===== config.mk =====
export PLATFORM = sky130hd
export DESIGN_NAME = ioctl_dl_source
export DESIGN_NICKNAME = d
export VERILOG_FILES = /design/src/rtl/ioctl_pkg.sv /design/src/rtl/ioctl_byte_fifo.sv /design/src/rtl/ioctl_dl_source.sv
export SDC_FILE = /design/constraint.sdc
export NUM_CORES = 1
export LEC_CHECK = 0
export CORE_MARGIN = 2
export CORE_UTILIZATION = 55
export DETAILED_ROUTE_END_ITERATION = 8
export MAX_ROUTING_LAYER = met4
export PLACE_DENSITY_LB_ADDON = 0.2
export SYNTH_ARGS = -nofsm -noshare
export SYNTH_HDL_FRONTEND = slang
export SYNTH_SLANG_ARGS = --single-unit

===== constraint.sdc =====
create_clock -name clk -period 7.3 [get_ports clk]
set_clock_uncertainty 0.05 [all_clocks]
set_input_delay 2.19 -clock clk [delete_from_list [all_inputs] [get_ports clk]]
set_output_delay 2.19 -clock clk [all_outputs]
set_load 0.02 [all_outputs]

===== src/rtl/ioctl_pkg.sv =====
// ioctl_pkg
//   Shared definitions for the ioctl download source: the default address
//   width, the transfer state encoding, well-known file indices and a small
//   helper used to size the shared cycle counter.
package ioctl_pkg;

    localparam int IOCTL_ADDR_W = 25;

    localparam logic [7:0] IDX_ROM = 8'd0;

    typedef enum logic [2:0] {
        IDLE  = 3'd0,
        SETUP = 3'd1,
        ISSUE = 3'd2,
        GAP   = 3'd3,
        TAIL  = 3'd4
    } ioctl_state_e;

    function automatic int max3(input int a, input int b, input int c);
        int m;
        m = a;
        if (b > m) m = b;
        if (c > m) m = c;
        return m;
    endfunction

endpackage


===== src/rtl/ioctl_byte_fifo.sv =====
// ioctl_byte_fifo
//   Synchronous byte FIFO with show-ahead head output and a synchronous flush.
//   Ports:
//     clk, reset   clock and asynchronous active-high reset
//     push, din    write request and byte (ignored while full or flushing)
//     pop          remove the head byte (ignored while empty or flushing)
//     flush        discard all contents this cycle
//     head         byte at the front of the queue, valid while !empty
//     empty        no bytes stored
//     ready        registered "space available"; low while in reset
module ioctl_byte_fifo #(
    parameter int DEPTH = 16
) (
    input  logic       clk,
    input  logic       reset,
    input  logic       push,
    input  logic [7:0] din,
    input  logic       pop,
    input  logic       flush,
    output logic [7:0] head,
    output logic       empty,
    output logic       ready
);

    localparam int PTR_W = $clog2(DEPTH);

    // Pointers carry one extra wrap bit so full and empty can be told apart.
    logic [7:0]     mem_q [DEPTH];
    logic [PTR_W:0] wr_ptr_q, wr_ptr_d;
    logic [PTR_W:0] rd_ptr_q, rd_ptr_d;
    logic [PTR_W:0] fill_d;
    logic           ready_q, ready_d;
    logic           full;
    logic           do_push;
    logic           do_pop;

    assign empty = (wr_ptr_q == rd_ptr_q);
    assign full  = (wr_ptr_q[PTR_W] != rd_ptr_q[PTR_W]) &&
                   (wr_ptr_q[PTR_W-1:0] == rd_ptr_q[PTR_W-1:0]);
    assign head  = mem_q[rd_ptr_q[PTR_W-1:0]];
    assign ready = ready_q;

    // ready is computed from the next occupancy so it is registered yet
    // still exact on the cycle the FIFO becomes full or frees a slot.
    always_comb begin
        do_push  = push && !full && !flush;
        do_pop   = pop && !empty && !flush;
        wr_ptr_d = wr_ptr_q;
        rd_ptr_d = rd_ptr_q;
        if (flush) begin
            wr_ptr_d = '0;
            rd_ptr_d = '0;
        end else begin
            if (do_push) wr_ptr_d = wr_ptr_q + 1'b1;
            if (do_pop)  rd_ptr_d = rd_ptr_q + 1'b1;
        end
        fill_d  = wr_ptr_d - rd_ptr_d;
        ready_d = (fill_d != (PTR_W + 1)'(DEPTH));
    end

    always_ff @(posedge clk or posedge reset) begin
        if (reset) begin
            wr_ptr_q <= '0;
            rd_ptr_q <= '0;
            ready_q  <= 1'b0;
        end else begin
            wr_ptr_q <= wr_ptr_d;
            rd_ptr_q <= rd_ptr_d;
            ready_q  <= ready_d;
        end
    end

    // Storage needs no reset; only slots between the pointers are ever read.
    always_ff @(posedge clk) begin
        if (do_push) mem_q[wr_ptr_q[PTR_W-1:0]] <= din;
    end

endmodule


===== src/rtl/ioctl_dl_source.sv =====
// ioctl_dl_source
//   Transmit side of the ioctl download protocol (HPS role). Buffers an input
//   byte stream and, after a start request, drives a paced sequence of
//   one-cycle ioctl_wr strobes inside an ioctl_download window, honouring the
//   receiver's ioctl_wait backpressure.
//   Ports:
//     clk, reset                      clock, asynchronous active-high reset
//     start, index, length            begin a transfer (sampled in IDLE only)
//     abort                           terminate an active transfer
//     s_valid, s_data, s_ready        input byte stream
//     ioctl_wait                      receiver backpressure
//     ioctl_download, ioctl_index     transfer window and latched file index
//     ioctl_wr, ioctl_addr, ioctl_dout write strobe, address and data
//     busy, done, count               status: active, end pulse, bytes written
//   Parameters: SETUP_CYC, WR_GAP and TAIL_CYC must each be at least 1.
module ioctl_dl_source
    import ioctl_pkg::*;
#(
    parameter int ADDR_W     = IOCTL_ADDR_W,
    parameter int FIFO_DEPTH = 16,
    parameter int SETUP_CYC  = 4,
    parameter int WR_GAP     = 2,
    parameter int TAIL_CYC   = 4
) (
    input  logic              clk,
    input  logic              reset,
    input  logic              start,
    input  logic [7:0]        index,
    input  logic [ADDR_W-1:0] length,
    input  logic              abort,
    input  logic              s_valid,
    input  logic [7:0]        s_data,
    output logic              s_ready,
    input  logic              ioctl_wait,
    output logic              ioctl_download,
    output logic [7:0]        ioctl_index,
    output logic              ioctl_wr,
    output logic [ADDR_W-1:0] ioctl_addr,
    output logic [7:0]        ioctl_dout,
    output logic              busy,
    output logic              done,
    output logic [ADDR_W-1:0] count
);

    localparam int CYC_MAX = max3(SETUP_CYC, WR_GAP, TAIL_CYC);
    localparam int CYC_W   = (CYC_MAX > 1) ? $clog2(CYC_MAX) : 1;

    localparam logic [CYC_W-1:0] SETUP_LAST = CYC_W'(SETUP_CYC - 1);
    localparam logic [CYC_W-1:0] GAP_LAST   = CYC_W'(WR_GAP - 1);
    localparam logic [CYC_W-1:0] TAIL_LAST  = CYC_W'(TAIL_CYC - 1);

    ioctl_state_e      state_q, state_d;
    logic [CYC_W-1:0]  cyc_q, cyc_d;
    logic [ADDR_W-1:0] length_q, length_d;
    logic [ADDR_W-1:0] count_q, count_d;
    logic [ADDR_W-1:0] addr_q, addr_d;
    logic [7:0]        index_q, index_d;
    logic [7:0]        dout_q, dout_d;
    logic              download_q, download_d;
    logic              wr_q, wr_d;
    logic              done_q, done_d;
    logic              busy_q, busy_d;

    logic              fifo_push;
    logic              fifo_pop;
    logic              fifo_flush;
    logic              fifo_empty;
    logic [7:0]        fifo_head;

    assign fifo_push = s_valid && s_ready;

    ioctl_byte_fifo #(
        .DEPTH (FIFO_DEPTH)
    ) u_fifo (
        .clk   (clk),
        .reset (reset),
        .push  (fifo_push),
        .din   (s_data),
        .pop   (fifo_pop),
        .flush (fifo_flush),
        .head  (fifo_head),
        .empty (fifo_empty),
        .ready (s_ready)
    );

    // Next-state logic. An abort in any active state takes priority over the
    // normal sequence, so a write that would have issued in the same cycle is
    // dropped and its byte is flushed along with the rest of the buffer.
    // A new start also flushes, discarding bytes left over from a previous
    // transfer that supplied more data than its length.
    always_comb begin
        state_d    = state_q;
        cyc_d      = cyc_q;
        length_d   = length_q;
        count_d    = count_q;
        addr_d     = addr_q;
        index_d    = index_q;
        dout_d     = dout_q;
        download_d = download_q;
        wr_d       = 1'b0;
        done_d     = 1'b0;
        fifo_pop   = 1'b0;
        fifo_flush = 1'b0;

        if (state_q != IDLE && abort) begin
            state_d    = IDLE;
            cyc_d      = '0;
            download_d = 1'b0;
            done_d     = 1'b1;
            fifo_flush = 1'b1;
        end else begin
            case (state_q)
                IDLE: begin
                    if (start) begin
                        index_d    = index;
                        length_d   = length;
                        count_d    = '0;
                        addr_d     = '0;
                        download_d = 1'b1;
                        cyc_d      = '0;
                        fifo_flush = 1'b1;
                        state_d    = SETUP;
                    end
                end
                SETUP: begin
                    if (cyc_q == SETUP_LAST) begin
                        cyc_d   = '0;
                        state_d = (length_q == '0) ? TAIL : ISSUE;
                    end else begin
                        cyc_d = cyc_q + 1'b1;
                    end
                end
                ISSUE: begin
                    if (!fifo_empty && !ioctl_wait) begin
                        wr_d     = 1'b1;
                        dout_d   = fifo_head;
                        addr_d   = count_q;
                        count_d  = count_q + ADDR_W'(1);
                        fifo_pop = 1'b1;
                        cyc_d    = '0;
                        state_d  = GAP;
                    end
                end
                GAP: begin
                    if (cyc_q == GAP_LAST) begin
                        cyc_d   = '0;
                        state_d = (count_q < length_q) ? ISSUE : TAIL;
                    end else begin
                        cyc_d = cyc_q + 1'b1;
                    end
                end
                TAIL: begin
                    if (cyc_q == TAIL_LAST) begin
                        cyc_d      = '0;
                        download_d = 1'b0;
                        done_d     = 1'b1;
                        state_d    = IDLE;
                    end else begin
                        cyc_d = cyc_q + 1'b1;
                    end
                end
                default: begin
                    state_d    = IDLE;
                    cyc_d      = '0;
                    download_d = 1'b0;
                end
            endcase
        end

        busy_d = (state_d != IDLE);
    end

    // State and output registers. Reset clears everything at once, which
    // drops download and wr mid-transfer without producing a done pulse.
    always_ff @(posedge clk or posedge reset) begin
        if (reset) begin
            state_q    <= IDLE;
            cyc_q      <= '0;
            length_q   <= '0;
            count_q    <= '0;
            addr_q     <= '0;
            index_q    <= '0;
            dout_q     <= '0;
            download_q <= 1'b0;
            wr_q       <= 1'b0;
            done_q     <= 1'b0;
            busy_q     <= 1'b0;
        end else begin
            state_q    <= state_d;
            cyc_q      <= cyc_d;
            length_q   <= length_d;
            count_q    <= count_d;
            addr_q     <= addr_d;
            index_q    <= index_d;
            dout_q     <= dout_d;
            download_q <= download_d;
            wr_q       <= wr_d;
            done_q     <= done_d;
            busy_q     <= busy_d;
        end
    end

    assign ioctl_download = download_q;
    assign ioctl_index    = index_q;
    assign ioctl_wr       = wr_q;
    assign ioctl_addr     = addr_q;
    assign ioctl_dout     = dout_q;
    assign busy           = busy_q;
    assign done           = done_q;
    assign count          = count_q;

endmodule


==> impl_metrics.csv <==
group,metric,value,unit
detailed_routing,wirelength,24400,um
synthesis,avgSynthCellArea,12.9,sq um
synthesis,synth.most_common_cell,"nand2_1",
synthesis,ys_warn_count,0,
clock_tree,clkLatencyLatePin,520,ps
critical_path,startpoint_type,"input pin",
synthesis,synth_common_cells,"nand2_1, edfxtp_1, dfrtp_1, nor2_1, mux4_2",
die,core,19500,sq um
synthesis,synth-main-ff-cell,"edfxtp_1",
final_layout,fill_cells,1429,
critical_path,cp.required,7650,ps
grt,grt-busiest-layer,"met2",
synthesis,ys_seq_elements,239,
final_layout,nets,1041,
grt,grt_pass1_wl,37800,um
critical_path,crit_arrival,5700,ps
sta,worst_hold_slack,425,ps
clock_tree,h-tree-depth,1,
clock_tree,cts_setup_buffers,0,
place,port_buffers,117,
synthesis,synth_cell_types,64,
final_layout,syn_to_final_growth,20.0,%
grt,grt.total_usage,24.5,%
die,io_pins,118,
place,hpwl,16700,um
grt,grt_max_degree,82,
clock_tree,numCtsBuffers,25,
critical_path,crit_type,"input pin to flip-flop",
sta,fin_crit_sh,73.3,%
grt,antenna_found_initial,0,
sta,worst_pin_slew,1310,ps
die,start_util,55.9,%
detailed_routing,routedWlPerCell,19.7,um
synthesis,synthTopCellsByArea,"edfxtp_1, dfrtp_1, mux4_2",
detailed_routing,drtAntennaViolNets,0,
grt,met2_usage,36.3,%
synthesis,synth_nets,930,
die,dieArea,20900,sq um
pwr,powerDensity,278,nW/um^2
detailed_routing,drt_iter0_markers,541,
sta,slew_viol_final,0,
sta,max-slew-margin-rel,12.4,%
clock_tree,path_clk_slew,60,ps
synthesis,netlist_area,10900,sq um
die,die_w,145,um
detailed_routing,vias,7142,
sta,finalSetupViolations,0,
sta,setup_tns,0,ps
sta,rsz0062_at_grt,"false",
run_status,outcome,"completed",
sta,fin_crit,5350,ps
final_layout,drive_above_1_share,11.8,%
detailed_routing,drcViolationCount,0,
hold_path,hp-class,"flip-flop to flip-flop",
detailed_routing,first_pass_iters,4,
synthesis,synth_area_leader_cell,"edfxtp_1",
clock_tree,cts_buffer_depth,3,
critical_path,critPathCaptureType,"flip-flop",
clock_tree,cts_hold_buf,0,
synthesis,async_flop_share,46.4,%
synthesis,synth_edf_count,128,
grt,grtUsageMet1,36.0,%
clock_tree,cts_resized,0,
synthesis,seq_area_frac_synth,60.9,%
clock_tree,clock-sinks,239,
sta,finalHoldViolations,0,
pwr,power.leakage,0.00510,uW
sta,fmax,187,MHz
final_layout,diodes,0,
detailed_routing,viasPerCell,5.76,
critical_path,cp_max_fo,41,
grt,grt_pass1_vias,6781,
job,cap_violations,0,
final_layout,final_util,67.0,%
synthesis,synth_top_cell_area_share,35.4,%
clock_tree,cts_tree,"built",
grt,grt-ovfl-total,0,
clock_tree,root_buffer,"clkbuf_16",
place,gp_congestion,0.880,
die,rows,51,
synthesis,syn_inst,846,
pwr,ir_drop,217,uV
grt,met3_usage,3.81,%
die,die_y,145,um
[report_power, final]
| group | internal, uW | switching, uW | leakage (uW) |
|---|---|---|---|
| logic | 292 | 450 | 0.00208 |
| clock network | 710 | 517 | 0.000390 |
| registers | 1570 | 95.3 | 0.00263 |
[worst paths after layout]
path	slack (ps)	cells past startpoint	start	to
worst max-delay path	1950	14	abort	u_fifo.ready$_DFF_PP0_
worst min-delay path	420	2	ioctl_dout[1]$_DFFE_PP0P_	ioctl_dout[1]$_DFFE_PP0P_
worst max register to register	3500	13	u_fifo.rd_ptr_q[1]$_DFF_PP0_	u_fifo.ready$_DFF_PP0_
worst min register to register	420	2	ioctl_dout[1]$_DFFE_PP0P_	ioctl_dout[1]$_DFFE_PP0P_
max in group asynchronous	3990	3	reset	length_q[17]$_DFFE_PP0P_
min in group asynchronous	2220	2	reset	ioctl_dout[3]$_DFFE_PP0P_
[cell type report]
class | instances | area [sq um] | share of cell area (%)
sequential | 239 | 6620 | 50.8
clock buffer | 32 | 693 | 5.31
inverter | 39 | 149 | 1.14
timing repair buffer | 127 | 1250 | 9.55
clock inverter | 13 | 108 | 0.825
multi-input combinational | 525 | 3900 | 29.9
tap | 265 | 332 | 2.54
[flip-flops by register name (all words and copies together), names as in the netlist]
| name | cells |
|---|---|
| u_fifo.mem_q | 128 |
| done | 1 |
| cyc_q | 2 |
| busy | 1 |
| u_fifo.ready | 1 |
| ioctl_index | 8 |
| ioctl_wr | 1 |
| ioctl_download | 1 |
| u_fifo.wr_ptr_q | 5 |
| ioctl_addr | 25 |
| state_q | 3 |
| length_q | 25 |
| ioctl_dout | 8 |
| count | 25 |
| u_fifo.rd_ptr_q | 5 |
[critical path, cell delays in order]
cell	delay [ps]
clkdlybuf4s50_1	640
nor4_4	410
and2_4	210
o21ai_4	60
inv_2	560
nand2_1	150
xor2_1	180
nand2b_1	190
ha_1	320
xnor2_1	160
and3_1	240
nand3b_1	110
o41ai_2	210
nor3_1	70
[cells by family (layout without fill, tap and decap cells)]
family                   after synthesis  in the layout  share of synthesized area (%)
AO/OA/AOI/OAI                         95             95                           6.36
multiplexers                          42             42                           8.47
flip-flops                           239            239                           60.9
buffers and inverters                 82            211                           3.28
XOR/XNOR                              38             38                           3.06
AND/OR/NAND/NOR                      313            313                           13.7
adder cells (fa/ha/maj)               37             37                           4.26
[layout by cell type, fill, tap and decap left out, types with 4 or more instances in the layout]
master	Yosys	layout
nor2_1	48	48
nor4b_1	4	4
and4_1	4	4
clkbuf_1	17	4
clkdlybuf4s50_1	0	117
nand4_1	15	15
nor3b_1	4	4
edfxtp_1	128	128
o21ai_0	38	38
nand2b_1	9	9
clkinv_2	0	6
mux4_2	40	40
inv_1	37	36
xnor2_1	25	25
clkbuf_16	0	26
nor3_1	12	12
xor2_1	13	13
nor2b_1	7	7
nand2_1	139	139
and3_1	12	12
ha_1	37	37
a21oi_1	12	12
nand3_1	39	39
nor4_1	8	8
a211oi_2	4	4
dfrtp_1	111	109
buf_4	3	10
[stage by stage]
step	std cells	power (uW)	setup slack, ps	instance area (sq um)
after CTS	1240	3650	1980	13000
after global placement	1195	2410	1540	12200
after global routing	1240	3810	1740	13000
final	1240	3630	1950	13000
after detailed placement	1195	2430	1440	12200
after floorplan	846	2160	2130	10900
[layer usage]
metal	routed length [um]	part of all wire (%)
met5	0	0
met4	445	1.8
met3	1800	7.4
met2	11600	47
met1	10600	44
(Power assumes the default switching activity.)
